### config.mk
export PLATFORM = sky130hd
export DESIGN_NAME = alu_serial_ctrl
export DESIGN_NICKNAME = d
export VERILOG_FILES = /design/src/rtl/alu_serial_ctrl.sv
export SDC_FILE = /design/constraint.sdc
export NUM_CORES = 1
export LEC_CHECK = 0
export CAP_MARGIN = 5
export CORE_ASPECT_RATIO = 1.75
export CORE_MARGIN = 10
export CORE_UTILIZATION = 45
export DETAILED_ROUTE_END_ITERATION = 10
export PLACE_DENSITY = 0.72
export SLEW_MARGIN = 20
export SYNTH_ARGS = -nofsm -noshare
export SYNTH_HDL_FRONTEND = slang
export SYNTH_SLANG_ARGS = --single-unit
### constraint.sdc
create_clock -name clk_i -period 4.3 [get_ports clk_i]
set_input_delay 0.43 -clock clk_i [delete_from_list [all_inputs] [get_ports clk_i]]
set_output_delay 0.43 -clock clk_i [all_outputs]
set_load 0.05 [all_outputs]
### src/rtl/alu_serial_ctrl.sv
// rtl/alu_serial_ctrl.sv - bit-serial 32-bit ALU sequencer driving an external 1-bit ALU slice
module alu_serial_ctrl (
    input  logic        clk_i,
    input  logic        rst_i,
    input  logic        start_i,
    input  logic [31:0] src1_i,
    input  logic [31:0] src2_i,
    input  logic [3:0]  ALU_control_i,
    output logic        slice_src1_o,
    output logic        slice_src2_o,
    output logic        slice_less_o,
    output logic        slice_A_invert_o,
    output logic        slice_B_invert_o,
    output logic        slice_cin_o,
    output logic [1:0]  slice_operation_o,
    input  logic        slice_result_i,
    input  logic        slice_cout_i,
    output logic        busy_o,
    output logic        done_o,
    output logic [31:0] result_o,
    output logic        zero_o,
    output logic        cout_o,
    output logic        overflow_o
);

    typedef enum logic [1:0] {
        S_IDLE    = 2'd0,
        S_RUN     = 2'd1,
        S_SLT_FIX = 2'd2,
        S_DONE    = 2'd3
    } state_t;

    state_t      state_q, state_d;
    logic [31:0] a_q, b_q, acc_q;
    logic [3:0]  ctrl_q;
    logic [4:0]  k_q;
    logic        carry_q, set_q, ovf_q, cout_q;

    logic        a_inv, b_inv, is_arith, is_slt;
    logic [1:0]  op_code;
    logic        cin_run, last_bit, run_ovf;
    logic [31:0] run_final;

    always_comb begin
        a_inv    = 1'b0;
        b_inv    = 1'b0;
        op_code  = 2'b00;
        is_arith = 1'b0;
        is_slt   = 1'b0;
        case (ctrl_q)
            4'b0001: op_code = 2'b01;
            4'b0010: begin op_code = 2'b10; is_arith = 1'b1; end
            4'b0110: begin op_code = 2'b10; is_arith = 1'b1; b_inv = 1'b1; end
            4'b0111: begin op_code = 2'b10; is_arith = 1'b1; b_inv = 1'b1; is_slt = 1'b1; end
            4'b1100: begin a_inv = 1'b1; b_inv = 1'b1; end
            default: ;
        endcase
    end

    // Bit 0 takes the subtract "+1" from B-invert; later bits chain the stored carry.
    assign cin_run   = (k_q == 5'd0) ? b_inv : carry_q;
    assign last_bit  = (k_q == 5'd31);
    assign run_ovf   = cin_run ^ slice_cout_i;
    assign run_final = acc_q | {slice_result_i, 31'b0};

    always_comb begin
        state_d           = state_q;
        slice_src1_o      = 1'b0;
        slice_src2_o      = 1'b0;
        slice_less_o      = 1'b0;
        slice_A_invert_o  = 1'b0;
        slice_B_invert_o  = 1'b0;
        slice_cin_o       = 1'b0;
        slice_operation_o = 2'b00;
        busy_o            = 1'b0;
        done_o            = 1'b0;
        case (state_q)
            S_IDLE: begin
                if (start_i) state_d = S_RUN;
            end
            S_RUN: begin
                busy_o            = 1'b1;
                slice_src1_o      = a_q[k_q];
                slice_src2_o      = b_q[k_q];
                slice_A_invert_o  = a_inv;
                slice_B_invert_o  = b_inv;
                slice_cin_o       = cin_run;
                slice_operation_o = op_code;
                if (last_bit) state_d = is_slt ? S_SLT_FIX : S_DONE;
            end
            S_SLT_FIX: begin
                busy_o            = 1'b1;
                slice_operation_o = 2'b11;
                slice_less_o      = set_q;
                state_d           = S_DONE;
            end
            S_DONE: begin
                done_o  = 1'b1;
                state_d = S_IDLE;
            end
            default: state_d = S_IDLE;
        endcase
    end

    always_ff @(posedge clk_i) begin
        if (rst_i) begin
            state_q    <= S_IDLE;
            a_q        <= '0;
            b_q        <= '0;
            ctrl_q     <= '0;
            acc_q      <= '0;
            k_q        <= '0;
            carry_q    <= 1'b0;
            set_q      <= 1'b0;
            ovf_q      <= 1'b0;
            cout_q     <= 1'b0;
            result_o   <= '0;
            zero_o     <= 1'b0;
            cout_o     <= 1'b0;
            overflow_o <= 1'b0;
        end else begin
            state_q <= state_d;
            case (state_q)
                S_IDLE: begin
                    if (start_i) begin
                        a_q     <= src1_i;
                        b_q     <= src2_i;
                        ctrl_q  <= ALU_control_i;
                        acc_q   <= '0;
                        k_q     <= '0;
                        carry_q <= 1'b0;
                    end
                end
                S_RUN: begin
                    acc_q[k_q] <= slice_result_i;
                    carry_q    <= slice_cout_i;
                    k_q        <= k_q + 5'd1;
                    if (last_bit) begin
                        set_q  <= slice_result_i ^ run_ovf;
                        ovf_q  <= run_ovf;
                        cout_q <= slice_cout_i;
                        // SLT results are published from SLT_FIX instead.
                        if (!is_slt) begin
                            result_o   <= run_final;
                            zero_o     <= (run_final == 32'd0);
                            cout_o     <= is_arith & slice_cout_i;
                            overflow_o <= is_arith & run_ovf;
                        end
                    end
                end
                S_SLT_FIX: begin
                    result_o   <= {31'b0, slice_result_i};
                    zero_o     <= ~slice_result_i;
                    cout_o     <= cout_q;
                    overflow_o <= ovf_q;
                end
                default: ;
            endcase
        end
    end

endmodule

# Yosys cells after proc, flatten, opt, wreduce, memory -nomap -nowiden
# Cells that the tools add are included.
# Widths: inputs -> output; s select.
# word_totals
regBits,146
inputBits,73
word_cells,93
# op_classes
add_sub_neg,1
n_lt_le_gt_ge,2
eq_ne,12
mux,44
bitwise_logic,6
n_reduce_logical,14
# ops
op,count
$pmux 32 s2,2
$mux 32,3
$bwmux 32,1
$logic_not 32->1,1
$or 32x32->32,1
$mux 1,24
$bmux 1 s5,2
$pmux 5 s2,1
$eq 4x3->1 const B,2
$pmux 1 s2,4
$pmux 2 s2,2
$pmux 2 s4,1
$reduce_and 2->1,4
$lt 5x6->1 const B,1
$ne 2x2->1 const B,3
$reduce_or 3->1,2
$add 5x1->5 const B,1
$demux 1 s5,1
$eq 5x5->1 const B,1
$ge 5x1->1 const B,1
$logic_not 5->1,1
$mux 5,1
$eq 2x2->1 const B,2
$eq 4x1->1 const B,1
12 further kinds,16

# Logic depth before layout (Yosys ltp)
# logic_depth
ltp_word,9
mapped_depth,10

# Least setup slack after synthesis
# No wires, ideal clock.
# synth_timing
kind,register to output
from,register state_q[1]
to,output slice_A_invert_o
arrival_ns,2.377
setup_slack_ns,1.493
stages_incl_launch_ff,6
path_buffers,1
cell_sequence,dfxtp_1 > inv_1 > ha_1 > buf_2 > nand2b_1 > nor4b_1
# synth_via
elab_chain_cells,2
# synth_rtl
element,line,text
"start, declared",33,"state_t state_q, state_d;"
"start signal, assigned",122,state_q <= state_d;
$eq 2x1->1,77,case (state_q)
$mux 1,77,
"end, declared",12,"output logic slice_A_invert_o,"
# No other way between the ends.

# Worst setup path after layout
# layout_timing
from,register k_q[2]
to,output slice_src1_o
# layout_via
elab_chain_cells,3
# layout_rtl
element,line,text
"start, declared",36,logic [4:0] k_q;
"start signal, assigned",137,k_q <= k_q + 5'd1;
$bmux 1 s5,83,slice_src1_o = a_q[k_q];
$mux 1 (implied by the code),83,
$mux 1,77,
"end, declared",9,"output logic slice_src1_o,"
# No other way between the ends. The select of a mux whose other input is x is not followed.

==> metrics.txt <==
worst min-delay path class=in2reg; area grow syn2layout=28.5%; Fmax achieved=279 MHz; async set-or-reset flop fraction in the synthesized netlist=0; largest net degree at the start of global routing=87; average cell area after synthesis=8.36 um2; CTS buffer count=17; overflow left after global routing=0; placeable core region=13800 um2; critical path data arrival time=3.16 ns; sum of net half-perimeters after detailed placement=12700 um; adder and majority gate portion of the synthesized area=0.0177; EDFF count, synth=0; worst-path maximum fanout=22; ranking of synthesized cells by area=sky130_fd_sc_hd__dfxtp_1 46%, sky130_fd_sc_hd__nand2_1 11%, sky130_fd_sc_hd__a21oi_1 7.2%, sky130_fd_sc_hd__mux2i_1 6.9%, sky130_fd_sc_hd__nor2_1 4.3%; endpoint kind of the worst setup timing path=output pin; area fraction in and, or, nand and nor cells after synthesis=0.216; final setup skew=0.00716 ns; library cell used as clock root buffer=sky130_fd_sc_hd__clkbuf_16; initial antenna violation count=0; setup slack of the critical path after layout=0.715 ns; mean number of vias per cell=5.50; Max-Slew Margin vs Limit=0.340; First-pass DRT Iterations=5; worst setup path class=reg2out; setup violation total in the final timing report=0; required time at the endpoint of the critical path=3.87 ns; top flip-flop cell by instance count after synthesis=sky130_fd_sc_hd__dfxtp_1; Clock Pin Slew Worst Setup and Hold Paths=0.06 ns; flop and latch count out of synthesis=146; H-tree lvl count=4; Port-buffer cells=117; Buf+Inv Stages, Crit Path=1; area of the mapped netlist=6350 um2; Max-cap violations=0; drt wl/cell=16.9 um; period utilization=0.834; number of antenna repair diodes=0; area fraction in compound gates after synthesis=0.160; Yosys warning total=0; area of placed instances=7550 um2; total of cells resized after clock tree synthesis=0; status=completed; Top Ports=118; number of violations reported at the end of detailed-routing iteration 0=349; worst slack at placement=1.16 ns; highest cell delay on the worst timing path=0.89 ns; top-area cell type share of the netlist area=0.460; DRC Markers=0; main combinational cell family by area after synthesis=simple AND/OR/NAND/NOR gates; Design Power=4.08 mW; Util after Layout=0.589; kind of cell with the highest combined delay on the critical path=flip-flops; area of the die=19400 um2; layout cell share with drive strength beyond 1=0.0692; Leak Pwr=3.00 nW; Placement Rows=57; shortest clock period the worst path allows after layout=3.59 ns; quantity of hold-fixing buffers added after cts=0; Worst-Skew Late Latency=0.42 ns; number of vias after detailed routing=5660; CP Cell Sequence=mux4_2 > a22oi_1 > or2_2 > a41oi_1 > clkdlybuf4s50_1; mux contribution to synthesized area=0.0978; horizontal die dimension=110 um; number of distinct library cells after synthesis=54; unrepaired setup endpoints after global routing=no; Max stage delay cell, worst path=sky130_fd_sc_hd__dfxtp_1; leading area contributor after synthesis=sky130_fd_sc_hd__dfxtp_1; Fin Setup TNS=0 ns; global-route usage over all layers=0.177; XOR/XNOR share of the synthesized area=0.00414; kind of start point of the critical path=flop; post-synthesis cell count=759; final-stage net count=922; share of synthesized area occupied by flip-flops and latches=0.460; areal power density over the cells=500 nW/um2; clock tree from TritonCTS=yes; actual slew at the worst max-slew pin=0.990 ns; total routed wirelength=17400 um; wire length of the first global-routing pass=27700 um; clock sinks=146; effective utilization at floorplan=0.459; vias in the first global route=5846; ANT nets after route=0; number of fillers in the final layout=1212; Setup Fix Bufs, Post-CTS=0; routability congestion estimate from global placement=0.891; VDD IR-drop max=0.320 mV; final std cell area, no fill=8160 um2; die outline height=177 um; number of buffers between clock root and the deepest sink=2; syn nets=841; final count of pins violating max slew=0; total count of hold-check failures in the final report=0
## power by group
| part | switching [mW] | leakage, nW | total (mW) | internal [mW] |
|---|---|---|---|---|
| Clock | 0.599 | 0.288 | 1.49 | 0.894 |
| Sequential | 0.109 | 1.19 | 1.60 | 1.49 |
| Combinational | 0.644 | 1.52 | 0.987 | 0.342 |
## registers in the layout, indices dropped and copies added (netlist names)
signal / cells
ovf_q: 1
state_q: 2
ctrl_q: 4
cout_o: 1
b_q: 32
k_q: 5
set_q: 1
cout_q: 1
zero_o: 1
overflow_o: 1
carry_q: 1
acc_q: 32
a_q: 32
result_o: 32
## metal layers
layer,wire length (um),track usage,up-vias
li1,-,-,2785
met1,6080,0.171,2675
met2,10100,0.340,167
met3,844,0.0343,33
met4,403,0.0812,0
met5,0,0,-
## final timing paths
kind | start | to | slack (ns) | depth (start not counted)
max reg2reg | k_q[1]$_SDFFE_PP0P_ | overflow_o$_SDFFE_PP0P_ | 1.26 | 9
min | rst_i | carry_q$_SDFFE_PP0P_ | 0.41 | 2
max | k_q[2]$_SDFFE_PP0P_ | slice_src1_o | 0.71 | 5
min reg2reg | b_q[29]$_SDFFE_PP0P_ | b_q[29]$_SDFFE_PP0P_ | 0.46 | 2
## cells by family (layout without fill, tap and decap cells)
logic type / after synthesis / after routing
flops: 146 / 146
buf+inv: 69 / 163
compound gates: 164 / 164
simple gates: 316 / 316
fa+ha+maj: 9 / 9
mux: 52 / 52
xor+xnor: 3 / 3
## cells in the mapped netlist (2+ instances only)
cell,instances
sky130_fd_sc_hd__nand2_1,178
sky130_fd_sc_hd__dfxtp_1,146
sky130_fd_sc_hd__a21oi_1,91
sky130_fd_sc_hd__nor2_1,73
sky130_fd_sc_hd__clkbuf_1,48
sky130_fd_sc_hd__mux2i_1,44
sky130_fd_sc_hd__a22oi_1,36
sky130_fd_sc_hd__ha_1,9
sky130_fd_sc_hd__o21ai_0,9
sky130_fd_sc_hd__mux4_2,8
sky130_fd_sc_hd__nand3_1,8
sky130_fd_sc_hd__nor2b_1,8
sky130_fd_sc_hd__nor4_1,8
sky130_fd_sc_hd__inv_1,7
sky130_fd_sc_hd__nor3_1,7
sky130_fd_sc_hd__buf_1,6
sky130_fd_sc_hd__o221ai_1,6
sky130_fd_sc_hd__and2_1,5
sky130_fd_sc_hd__a41oi_1,4
sky130_fd_sc_hd__and3_1,4
sky130_fd_sc_hd__buf_2,4
sky130_fd_sc_hd__nand2b_1,4
sky130_fd_sc_hd__nor3b_1,4
sky130_fd_sc_hd__a21o_1,2
sky130_fd_sc_hd__a221oi_1,2
sky130_fd_sc_hd__a222oi_1,2
sky130_fd_sc_hd__buf_6,2
sky130_fd_sc_hd__nand4_1,2
sky130_fd_sc_hd__nor4b_1,2
sky130_fd_sc_hd__o22ai_1,2
sky130_fd_sc_hd__or2_2,2
sky130_fd_sc_hd__or3_1,2
sky130_fd_sc_hd__or4b_1,2
sky130_fd_sc_hd__xor2_1,2
## layout make-up
type / count / area (um2) / area share
Multi-Input combinational cell: 544 / 3160 / 0.388
Sequential cell: 146 / 2920 / 0.359
Timing Repair Buffer: 123 / 1210 / 0.149
Clock buffer: 19 / 453 / 0.0555
Tap cell: 177 / 221 / 0.0272
Clock inverter: 13 / 151 / 0.0186
Inverter: 8 / 30.0 / 0.00368
## stage by stage
stage | hold WS (ns) | instances
floorplan | 0.433 | 759
global placement | 0.445 | 998
detailed placement | 0.447 | 998
CTS | 0.402 | 1030
global route | 0.422 | 1030
finish | 0.407 | 1030
## cell usage in the layout, fill, tap and decap left out, drive strengths merged, types with 2 or more instances in the layout
master         instances
a21boi                 2
a21o                   2
a21oi                 91
a221oi                 2
a222oi                 2
a22oi                 36
a41oi                  4
and2                   5
and3                   4
buf                    7
bufinv                 2
clkbuf                19
clkdlybuf4s50        116
clkinv                 6
clkinvlp               3
dfxtp                146
ha                     9
inv                   10
mux2i                 44
mux4                   8
nand2                179
nand2b                 4
nand3                  8
nand4                  2
nor2                  73
nor2b                  8
nor3                   7
nor3b                  4
nor4                   9
nor4b                  2
o21ai                 11
o221ai                 6
o22ai                  2
or2                    2
or3                    2
or4b                   3
xor2                   2
No activity file was read; power rests on OpenSTA's default activity.
